### config.mk
export PLATFORM = sky130hd
export DESIGN_NAME = instruction_fetch_unit
export DESIGN_NICKNAME = d
export VERILOG_FILES = /design/src/rtl/instruction_fetch_unit.sv
export SDC_FILE = /design/constraint.sdc
export NUM_CORES = 1
export LEC_CHECK = 0
export ABC_AREA = 1
export CORE_MARGIN = 10
export CORE_UTILIZATION = 25
export DETAILED_ROUTE_END_ITERATION = 10
export MAX_ROUTING_LAYER = met4
export PLACE_DENSITY_LB_ADDON = 0.3
export SLEW_MARGIN = 15
export SYNTH_ARGS = -nofsm -noshare
export SYNTH_HDL_FRONTEND = slang
export SYNTH_SLANG_ARGS = --single-unit
### constraint.sdc
create_clock -name clk -period 2.37 [get_ports clk]
set_input_delay 0.5925 -clock clk [delete_from_list [all_inputs] [get_ports clk]]
set_output_delay 0.5925 -clock clk [all_outputs]
set_load 0.1 [all_outputs]
### src/rtl/instruction_fetch_unit.sv
// Instruction fetch stage: PC register, ROM address drive and IF/ID register.
// Redirects take priority over stalls, and stalls take priority over flushes.
module instruction_fetch_unit #(
    parameter logic [31:0] RESET_PC  = 32'h0000_0000,
    parameter logic [31:0] NOP_INSTR = 32'h0000_0000,
    parameter logic [31:0] PC_STEP   = 32'd4
) (
    input  logic        clk,
    input  logic        rst_n,
    input  logic        stall_i,
    input  logic        flush_i,
    input  logic        redirect_valid_i,
    input  logic [31:0] redirect_pc_i,
    output logic [31:0] imem_addr_o,
    input  logic [31:0] imem_rdata_i,
    output logic [31:0] if_id_instr_o,
    output logic [31:0] if_id_pc_o,
    output logic [31:0] if_id_pc_plus4_o,
    output logic        if_id_valid_o,
    output logic        misalign_o,
    output logic [31:0] fetch_count_o
);

    logic [31:0] pc;
    logic [31:0] pc_next_seq;

    assign pc_next_seq = pc + PC_STEP;
    assign imem_addr_o = pc;

    always_ff @(posedge clk) begin
        if (!rst_n) begin
            pc               <= RESET_PC;
            if_id_instr_o    <= NOP_INSTR;
            if_id_pc_o       <= '0;
            if_id_pc_plus4_o <= '0;
            if_id_valid_o    <= 1'b0;
            misalign_o       <= 1'b0;
            fetch_count_o    <= '0;
        end else if (redirect_valid_i) begin
            // Low address bits are dropped; a misaligned target is only flagged.
            pc            <= {redirect_pc_i[31:2], 2'b00};
            if_id_instr_o <= NOP_INSTR;
            if_id_valid_o <= 1'b0;
            if (redirect_pc_i[1:0] != 2'b00) begin
                misalign_o <= 1'b1;
            end
        end else if (stall_i) begin
            pc <= pc;
        end else if (flush_i) begin
            pc            <= pc_next_seq;
            if_id_instr_o <= NOP_INSTR;
            if_id_valid_o <= 1'b0;
        end else begin
            pc               <= pc_next_seq;
            if_id_instr_o    <= imem_rdata_i;
            if_id_pc_o       <= pc;
            if_id_pc_plus4_o <= pc_next_seq;
            if_id_valid_o    <= 1'b1;
            if (fetch_count_o != 32'hFFFF_FFFF) begin
                fetch_count_o <= fetch_count_o + 32'd1;
            end
        end
    end

endmodule
### After elaboration in Yosys (flattened, before gate mapping)

Cells that the tools add are included.

| cells by class | value |
|---|---|
| multiplexer cells | 4 |
| equality and inequality tests | 2 |
| $mul | 0 |
| div/mod/pow operators | 0 |
| reduce and logical (&&, ||, !) cells | 5 |
| magnitude comparators | 0 |
| bitwise operators | 4 |
| add/sub/neg operators | 2 |
| shift operators | 0 |

Operators by type and width:

| cell | number |
|---|---|
| two-way mux 32 bit | 3 |
| adder 32 x 1 -> 32 bit (second input constant) | 1 |
| adder 32 x 3 -> 32 bit (second input constant) | 1 |
| inequality test 32 bit (second input constant) | 1 |
| NOT 1 bit | 4 |
| AND reduction 4 bit | 1 |
| AND reduction 3 bit | 1 |
| inequality test 2 x 1 -> 1 bit (second input constant) | 1 |
| AND reduction 2 bit | 1 |
| nonzero test 2 bit | 1 |
| OR reduction 2 bit | 1 |
| two-way mux 1 bit | 1 |

| word-level totals | value |
|---|---|
| input bits | 69 |
| bits in latches | 0 |
| register bits | 162 |
| RAM bits | 0 |
| memories | 0 |
| ROM bits | 0 |

### Logic depth before layout (Yosys ltp)

Gate-level depths: netlist of run 1.

| logic depth | value |
|---|---|
| depth after elaboration | 3 |
| mapped depth | 11 |
| depth with buffers taken out | 10 |

### Worst setup path after synthesis of run 1

Ideal clock, no wire load.

| timing path | value |
|---|---|
| path type | reg-to-reg |
| from | register fetch_count_o[0] |
| to | register fetch_count_o[0] |
| buffers on the path | 1 |
| cell stages (with the launch flop) | 12 |
| data arrival time | 2.386 ns |
| required time | 2.253 ns |
| setup slack | -0.133 ns |
| path through | dfxtp_1 > ha_1 > inv_2 > nor2_4 > nand2_4 > nor2_8 > nand3_4 > nand2_8 > inv_2 > buf_6 > nor2_1 > nor2_1 |

| between the ends | value |
|---|---|
| word-level cells in the longest chain between the ends | 2 |
| elaborated cells between the ends (all ways) | 3 |
| those cells by class | add/sub (1); eq/ne (1); reduce/logical (1) |

RTL lines:

| what | line | source |
|---|---|---|
| start, declared | 21 | `output logic [31:0] fetch_count_o` |
| start signal, assigned | 60 | `fetch_count_o <= fetch_count_o + 32'd1;` |
| branches (longest 2 deep; another with adder 32 x 1 -> 32 bit) | -- |  |

Several ways; the timed one is not identified.
A chain may end at the register's enable or synchronous reset.

### Final worst setup path of run 1

| timing path | value |
|---|---|
| from | register pc[3], in the netlist imem_addr_o[3] |
| to | register pc[18], in the netlist imem_addr_o[18] |

| between the ends | value |
|---|---|
| word-level cells in the longest chain between the ends | 3 |

RTL lines:

| what | line | source |
|---|---|---|
| start, declared | 24 | `logic [31:0] pc;` |
| start signal, assigned | 41 | `pc <= {redirect_pc_i[31:2], 2'b00};` |
| start signal, assigned | 48 | `pc <= pc;` |
| start signal, assigned | 50 | `pc <= pc_next_seq;` |
| adder 32 x 3 -> 32 bit | 27 | `assign pc_next_seq = pc + PC_STEP;` |
| two-way mux 32 bit | 47 | `end else if (stall_i) begin` |
| two-way mux 32 bit | 39 | `end else if (redirect_valid_i) begin` |

No other way between the ends. The select of a mux whose other input is x is not followed.

==> metrics, run 1 <==
Cells after Synth=1106; first-pass GRT wire length=42600 microns; ANT nets after route=0; fin crit period=1970 ps; Power, Total=6.83 mW; Die Footprint=37000 sq um; Post-Place Cells=1701; latest clock arrival within the worst-skew pair=420 ps; Post-DP HPWL=21400 microns; core region area=29500 sq um; r2r endpoint=imem_addr_o[18]; Ports=231; H-Tree Depth=4; maximum fanout along the worst path=5; period utilisation layout=83.0%; register area=3130 sq um; share of layout cells above drive strength 1=18.5%; vias in the first global route=7586; Root Driver=clkbuf_16; Setup Viol. Count Final=0; CTS-repair resized insts=0; Setup TNS=0 ps; Power Density=655 nW/um^2; Syn Std Cell Area=7420 sq um; cell area after layout=10400 sq um; drt total wl=28100 microns; max-slew violations=0; Congestion Overflow GR=0; Setup crit start=imem_addr_o[3]; Yosys Warn Count=0; reg2reg path depth=8; Layout area overhead=40.6%; Die Width=192 microns; CTS Sinks=156; drt wl/cell=16.2 microns; final hold vios=0; reg2reg start=imem_addr_o[3]; CTS buffer count=17; CP Capture Type=flop; largest net degree at the start of global routing=65; # DRC=0; worst hold slack=457 ps; clock skew=17.9 ps; nets=1401; DR vias/cell=4.50; GRT Total Usage=15.2%; worst hold-check path type=reg -> reg; Pleak=4.33 nW; chip height=192 microns; Reg clk slew, reported paths=70 ps; post-synth cell types=35; CTS Buffer Depth=2; total of max-cap violations=0; Max IR drop VDD=0.000476 V; CP Capture Point=imem_addr_o[18]; Worst setup SP type=flop; Fillers=3213; critical path arrival=2320 ps; IO buf count=224; initial antenna violation count=1; WP data required=2720 ps; utilization after layout=35.4%; Placement Rows=63; DP Area=9850 sq um; Fmax achieved=0.508 GHz; worst slack, placed=65.1 ps; final non-filler cell total=1734; Reg2Reg Setup Slack=400 ps; RSZ-0062 raised after global routing=false; run status=completed; #FFs+latches synth=156; Worst Slack Setup Final=403 ps; multi-input logic area=3750 sq um; hold_buf cts=0; Syn Area/Cell=6.71 sq um; Initial Util=25.2%; GP Congestion=0.871; Pre-antenna DRT Iters=5; Iteration-0 DRC Markers=483; total number of vias=7808; CTS tree=done; WS Path Type=reg -> reg; sequential area share after synthesis=42.1%; # Post-CTS Setup Buffers=0
-- cell families (layout without fill, tap and decap cells) --
| group | Yosys count | after routing | share of synthesized area (%) |
|---|---|---|---|
| other | 1 | 7 | 0.0505 |
| AOI/OAI and AO/OA | 191 | 191 | 13.5 |
| adders and majority gates | 2 | 2 | 0.337 |
| and+or+nand+nor | 596 | 596 | 32.8 |
| xor gates and xnor gates | 29 | 29 | 3.42 |
| DFF | 156 | 156 | 42.1 |
| buffers and inverters | 131 | 363 | 7.74 |
-- where the power goes --
group	internal [mW]	switching, mW	total [mW]
Sequential	2.70	0.0747	2.78
Clock	1.49	1.25	2.74
Combinational	0.335	0.978	1.31
Total	4.53	2.31	6.83
-- cell type report --
| cell class | instances | area share (%) |
|---|---|---|
| antenna | 1 | 0.0240 |
| clock inverter | 15 | 1.48 |
| sequential | 156 | 30.0 |
| clock buffer | 17 | 4.08 |
| timing repair buffer | 257 | 21.2 |
| multi-input combinational | 824 | 35.9 |
| inverter | 74 | 2.66 |
| tap | 390 | 4.68 |
-- synthesized netlist by cell type (all sizes together) --
cell	number	area (sq um)
or2	1	8.76
o21ai	61	305
nand3b	9	67.6
nand2	377	1440
nand3	39	208
xnor2	11	96.3
dfxtp	156	3120
conb	1	3.75
a22o	7	61.3
a21o	1	7.51
inv	74	278
nand4	5	31.3
nor3	2	10.0
and2	3	18.8
a21oi	115	587
buf	25	176
clkbuf	32	120
ha	2	25.0
nor2	160	647
a31oi	7	43.8
xor2	18	158
-- placed cells by master (no fill, tap or decap), drive strengths merged, types with 5 or more instances in the layout --
| cell type | n |
|---|---|
| nand3b | 9 |
| inv | 81 |
| o21ai | 61 |
| nor2 | 160 |
| clkinv | 5 |
| conb | 6 |
| nand4 | 5 |
| nand2 | 377 |
| a21oi | 115 |
| clkdlybuf4s50 | 67 |
| a31oi | 7 |
| xor2 | 18 |
| dfxtp | 156 |
| a22o | 7 |
| xnor2 | 11 |
| nand3 | 39 |
| buf | 190 |
| clkbuf | 17 |
-- sequential cells by signal, indices dropped and copies added, names as in the netlist --
signal,count
fetch_count_o,32
if_id_instr_o,32
if_id_pc_o,30
if_id_pc_plus4_o,30
imem_addr_o,30
if_id_valid_o,1
misalign_o,1
-- per-layer routing --
layer | vias up | GRT usage [%] | part of all wire, %
li1 | 3956 | - | -
met1 | 3586 | 18.6 | 45
met2 | 246 | 23.8 | 46
met3 | 20 | 5.22 | 7.8
met4 | 0 | 3.22 | 1.1
met5 | - | - | 0
-- worst min-delay path by stage --
stage / startpoint / to / slack, ps / depth (start not counted)
floorplan: fetch_count_o[1] / fetch_count_o[1] / 730 / 2
global placement: misalign_o / misalign_o / 440 / 2
detailed placement: misalign_o / misalign_o / 450 / 2
CTS: misalign_o / misalign_o / 470 / 2
global route: misalign_o / misalign_o / 480 / 2
finish: misalign_o / misalign_o / 460 / 2
-- critical path: stages, from the launching register on --
cell	delay (ps)
dfxtp_1	410
ha_1	210
nand2_1	70
nor2_2	190
nand2_1	190
nor2_2	330
xor2_1	290
nand2_1	80
a21oi_1	120
No activity file was read; power rests on OpenSTA's default activity.
==> run 2: changes to the inputs <==
==> constraint.sdc (replaced) <==
create_clock -name clk -period 1.65 [get_ports clk]
set_input_delay 0.4125 -clock clk [delete_from_list [all_inputs] [get_ports clk]]
set_output_delay 0.4125 -clock clk [all_outputs]
set_load 0.1 [all_outputs]
==> run 2 against run 1 <==
- clock skew shrank 2.0 ps
- global-route usage grew 0.86 points
- combinational power grew 73%
- critical path depth up 2
- sequential power rose by 45%
- die area stayed put
- sequential share of layout area decreased by 5.2 points
- register-to-register slack worse by 320 ps
- critical endpoint is now if_id_pc_plus4_o[22]
- largest cell class is now non-clock buffers
==> metrics, run 2 (same netlist as run 1, synthesis figures left out) <==
first-pass GRT wire length=44700 microns; Worst Slack Setup Final=83.6 ps; core region area=29500 sq um; GRT Total Usage=16.1%; Die Footprint=37000 sq um; DP Area=12600 sq um; reg2reg start=imem_addr_o[2]; RSZ-0062 raised after global routing=true; CP Capture Type=flop; Post-DP HPWL=23500 microns; Pre-antenna DRT Iters=5; share of layout cells above drive strength 1=28.5%; commonest non-fill, non-tap cell in the layout=nand2_1; Max IR drop VDD=0.000491 V; Fmax achieved=0.638 GHz; CTS Sinks=156; IO buf count=224; DR vias/cell=4.52; maximum fanout along the worst path=4; most frequent cells in the layout=nand2_1, buf_12, nor2_1; worst slack, placed=-384 ps; met3 wire length=2810 microns; drt wl/cell=16.5 microns; Worst setup SP type=flop; Hold Startpoint=redirect_valid_i; Iteration-0 DRC Markers=491; run status=completed; WP data required=2010 ps; largest net degree at the start of global routing=34; worst hold slack=464 ps; H-Tree Depth=4; Placement Rows=63; final hold vios=0; CTS Buffer Depth=2; Post-Place Cells=1766; Power Density=775 nW/um^2; CP most frequent cell=nand2_1; vias in the first global route=7885; Reg clk slew, reported paths=80 ps; hold_buf cts=0; Root Driver=clkbuf_16; CTS buffer count=17; cell area after layout=13300 sq um; Setup Viol. Count Final=0; ANT nets after route=0; latest clock arrival within the worst-skew pair=440 ps; CP top delay family=simple AND/OR/NAND/NOR gates; Buf/Inv on CP=1; Setup crit start=imem_addr_o[2]; total number of vias=8143; Die Width=192 microns; total of max-cap violations=0; period utilisation layout=94.9%; final non-filler cell total=1803; chip height=192 microns; CP max stage delay=380 ps; WS Path Type=reg -> reg; worst hold-check path type=in -> reg; clock skew=15.9 ps; # DRC=0; initial antenna violation count=0; met1 WL=12500 microns; routed length on met2=13900 microns; Initial Util=25.2%; fin crit period=1570 ps; CP max stage cell=dfxtp_4; Pleak=5.24 nW; GP Congestion=0.903; Layout area overhead=79.6%; max-slew violations=0; Ports=231; nets=1471; critical path arrival=1930 ps; # diodes=0; max layer used=met4; drt total wl=29700 microns; critical-path cell list=ha_4 > nand2_1 > nor2_4 > nand2_4 > nor2_4 > buf_4 > nand3_1 > nand2_1 > nand2_1 > a21oi_1; CTS tree=done; Power, Total=10.3 mW; Congestion Overflow GR=0; Largest regs=fetch_count_o x32, if_id_instr_o x32
[run 2: worst paths after layout]
| kind | end | slack [ps] | depth (start not counted) |
|---|---|---|---|
| worst max-delay path | if_id_pc_plus4_o[22] | 80 | 10 |
| worst min-delay path | imem_addr_o[4] | 460 | 4 |
| worst max register to register | if_id_pc_plus4_o[22] | 80 | 10 |
| worst min register to register | if_id_instr_o[30] | 500 | 2 |
[run 2: repair_timing]
action,4_1_cts,5_1_grt
gates resized for setup,3,34
buffers inserted,0,5
setup endpoints to repair,19,62
pin swaps,0,2
[run 2: through the flow]
step                utilization [%]  setup TNS, ps
CTS                            44.7              0
detailed placement             42.6         -41640
global route                   45.2          -78.4
floorplan                         -          -2910
finish                         45.2              0
global placement               42.6         -37320
[run 2: tightest hold or removal path, cell delays in order]
cell and delay [ps]:
buf_2 150, buf_4 170, nand2_1 60, a31oi_1 80
[run 2: report_power, final]
part	switching, mW	leakage [nW]	internal, mW
Clock	1.99	0.295	2.05
Sequential	0.175	1.31	3.84
Combinational	1.43	3.64	0.843
Total	3.60	5.24	6.74
[run 2: area by class of cell]
type	instances	area, sq um
Multi-Input combinational cell	824	3910
Timing Repair Buffer	327	4750
Tap cell	390	488
Inverter	74	285
Fill cell	2930	16200
Clock buffer	17	425
Sequential cell	156	3300
Clock inverter	15	173
[run 2: routing by layer]
metal	GRT usage, %	vias to the layer above
met1	18.9	3741
met4	4.32	0
met3	6.76	28
li1	-	4092
met2	24.7	282
met5	-	-
==> run 3: changes to the inputs <==
--- a/config.mk
+++ b/config.mk
@@ -7,7 +7,7 @@
 export LEC_CHECK = 0
 export ABC_AREA = 1
 export CORE_MARGIN = 10
-export CORE_UTILIZATION = 25
+export CORE_UTILIZATION = 30
 export DETAILED_ROUTE_END_ITERATION = 10
 export MAX_ROUTING_LAYER = met4
 export PLACE_DENSITY_LB_ADDON = 0.3
==> run 3 against run 2 <==
- cell area down 2.1%
- utilization up 8.4 points
- highest routed layer unchanged
- largest power group is now registers
- non-clock buffer count down 26
- power down 1.5%
- via count down 1.3%
- wire length down 7.7%
- sequential cell count unchanged
- hold slack better by 33 ps
- fmax up 0.53%
- setup slack better by 8.2 ps
- global-route usage up 1.4 points
- sequential share of layout area up 0.52 points
==> metrics, run 3 (same netlist as run 1, synthesis figures left out) <==
CP Capture Type=flop; cell area after layout=13000 sq um; Worst Slack Setup Final=91.8 ps; max-slew violations=0; Ports=231; Fmax achieved=0.642 GHz; vias in the first global route=7717; final non-filler cell total=1712; CP most frequent cell=nand3_1; share of layout cells above drive strength 1=27.2%; core region area=24300 sq um; WP data required=2000 ps; chip height=177 microns; Reg2Reg Setup Slack=90 ps; CP max stage cell=dfxtp_4; first-pass GRT wire length=42200 microns; latest clock arrival within the worst-skew pair=440 ps; CTS buffer count=17; Power, Total=10.2 mW; run status=completed; CP max stage delay=370 ps; period utilisation layout=94.4%; IO buf count=224; Die Footprint=31400 sq um; Max IR drop VDD=0.000588 V; commonest non-fill, non-tap cell in the layout=nand2_1; clock skew=21.4 ps; Root Driver=clkbuf_16; nets=1445; # DRC=0; Worst setup SP type=flop; Placement Rows=57; fin crit period=1560 ps; Layout area overhead=75.8%; critical path arrival=1910 ps; most frequent cells in the layout=nand2_1, buf_12, nor2_1; DR vias/cell=4.69; worst slack, placed=-331 ps; Congestion Overflow GR=0; ANT nets after route=0; worst hold-check path type=reg -> reg; Die Width=177 microns; CP top delay family=simple AND/OR/NAND/NOR gates; drt total wl=27400 microns; WS Path Type=reg -> reg; Power Density=780 nW/um^2; Setup Viol. Count Final=0; Pre-antenna DRT Iters=6; final hold vios=0; CTS Sinks=156; Largest regs=fetch_count_o x32, if_id_instr_o x32; Initial Util=30.5%; GRT Total Usage=17.5%; total number of vias=8036; hold_buf cts=0; drt wl/cell=16.0 microns; GP Congestion=0.971; CTS Buffer Depth=2; Post-DP HPWL=21100 microns; DP Area=12300 sq um; Pleak=5.10 nW; Iteration-0 DRC Markers=535; worst hold slack=497 ps; total of max-cap violations=0; CTS tree=done; Reg clk slew, reported paths=70 ps; critical-path cell list=buf_4 > nand3_1 > nor2_1 > nand3_1 > nor2_2 > nand3_1 > nand2_1 > nand2_1 > nor2_1; maximum fanout along the worst path=4; largest net degree at the start of global routing=34; Buf/Inv on CP=1; RSZ-0062 raised after global routing=true; utilization after layout=53.6%; Post-Place Cells=1678; Setup TNS=0 ps; initial antenna violation count=1; H-Tree Depth=4
[run 3: changes by cell type in the layout (fill, tap and decap cells not counted), moves of 3 or more]
cell     previous run  this run
nor2_1            138       133
nor2_2              9        14
o21ai_1             4         1
o21ai_0            57        60
buf_4              88        61
[run 3: final timing paths]
path,startpoint,to,cells past startpoint
setup / recovery,fetch_count_o[0],fetch_count_o[19],9
hold / removal,misalign_o,misalign_o,2
setup reg to reg,fetch_count_o[0],fetch_count_o[19],9
hold reg to reg,misalign_o,misalign_o,2
[run 3: metal layers]
metal | routed length, microns | up-vias | track usage, %
met3 | 2350 | 18 | 6.66
met1 | 11500 | 3702 | 20.4
met4 | 282 | 0 | 3.61
met2 | 13200 | 270 | 28.0
li1 | - | 4046 | -
met5 | 0 | - | -
[run 3: worst register-to-register path, cell delays in order (launching register included)]
cell and delay, ps:
dfxtp_4 370, buf_4 150, nand3_1 150, nor2_1 190, nand3_1 190, nor2_2 180
nand3_1 90, nand2_1 60, nand2_1 40, nor2_1 70
[run 3: timing repair]
item	CTS	global route
setup endpoints to repair	13	62
buffers inserted	0	1
pin swaps	0	4
gates resized for setup	1	32
gates cloned	0	0
[run 3: area by class of cell]
class,count,area (sq um)
fillers,2159,11300
repair buffers,301,4560
multi-input cells,824,3900
flip-flops and latches,156,3290
clock buffers,17,425
well taps,324,405
inverters,74,283
clock inverters,15,165
diodes,1,2.50
[run 3: where the power goes]
group / leakage [nW] / internal (mW) / total [mW] / switching [mW]
Combinational: 3.50 / 0.824 / 2.24 / 1.42
Sequential: 1.31 / 3.84 / 4.01 / 0.163
Clock: 0.290 / 2.03 / 3.92 / 1.89
Total: 5.10 / 6.70 / 10.2 / 3.47
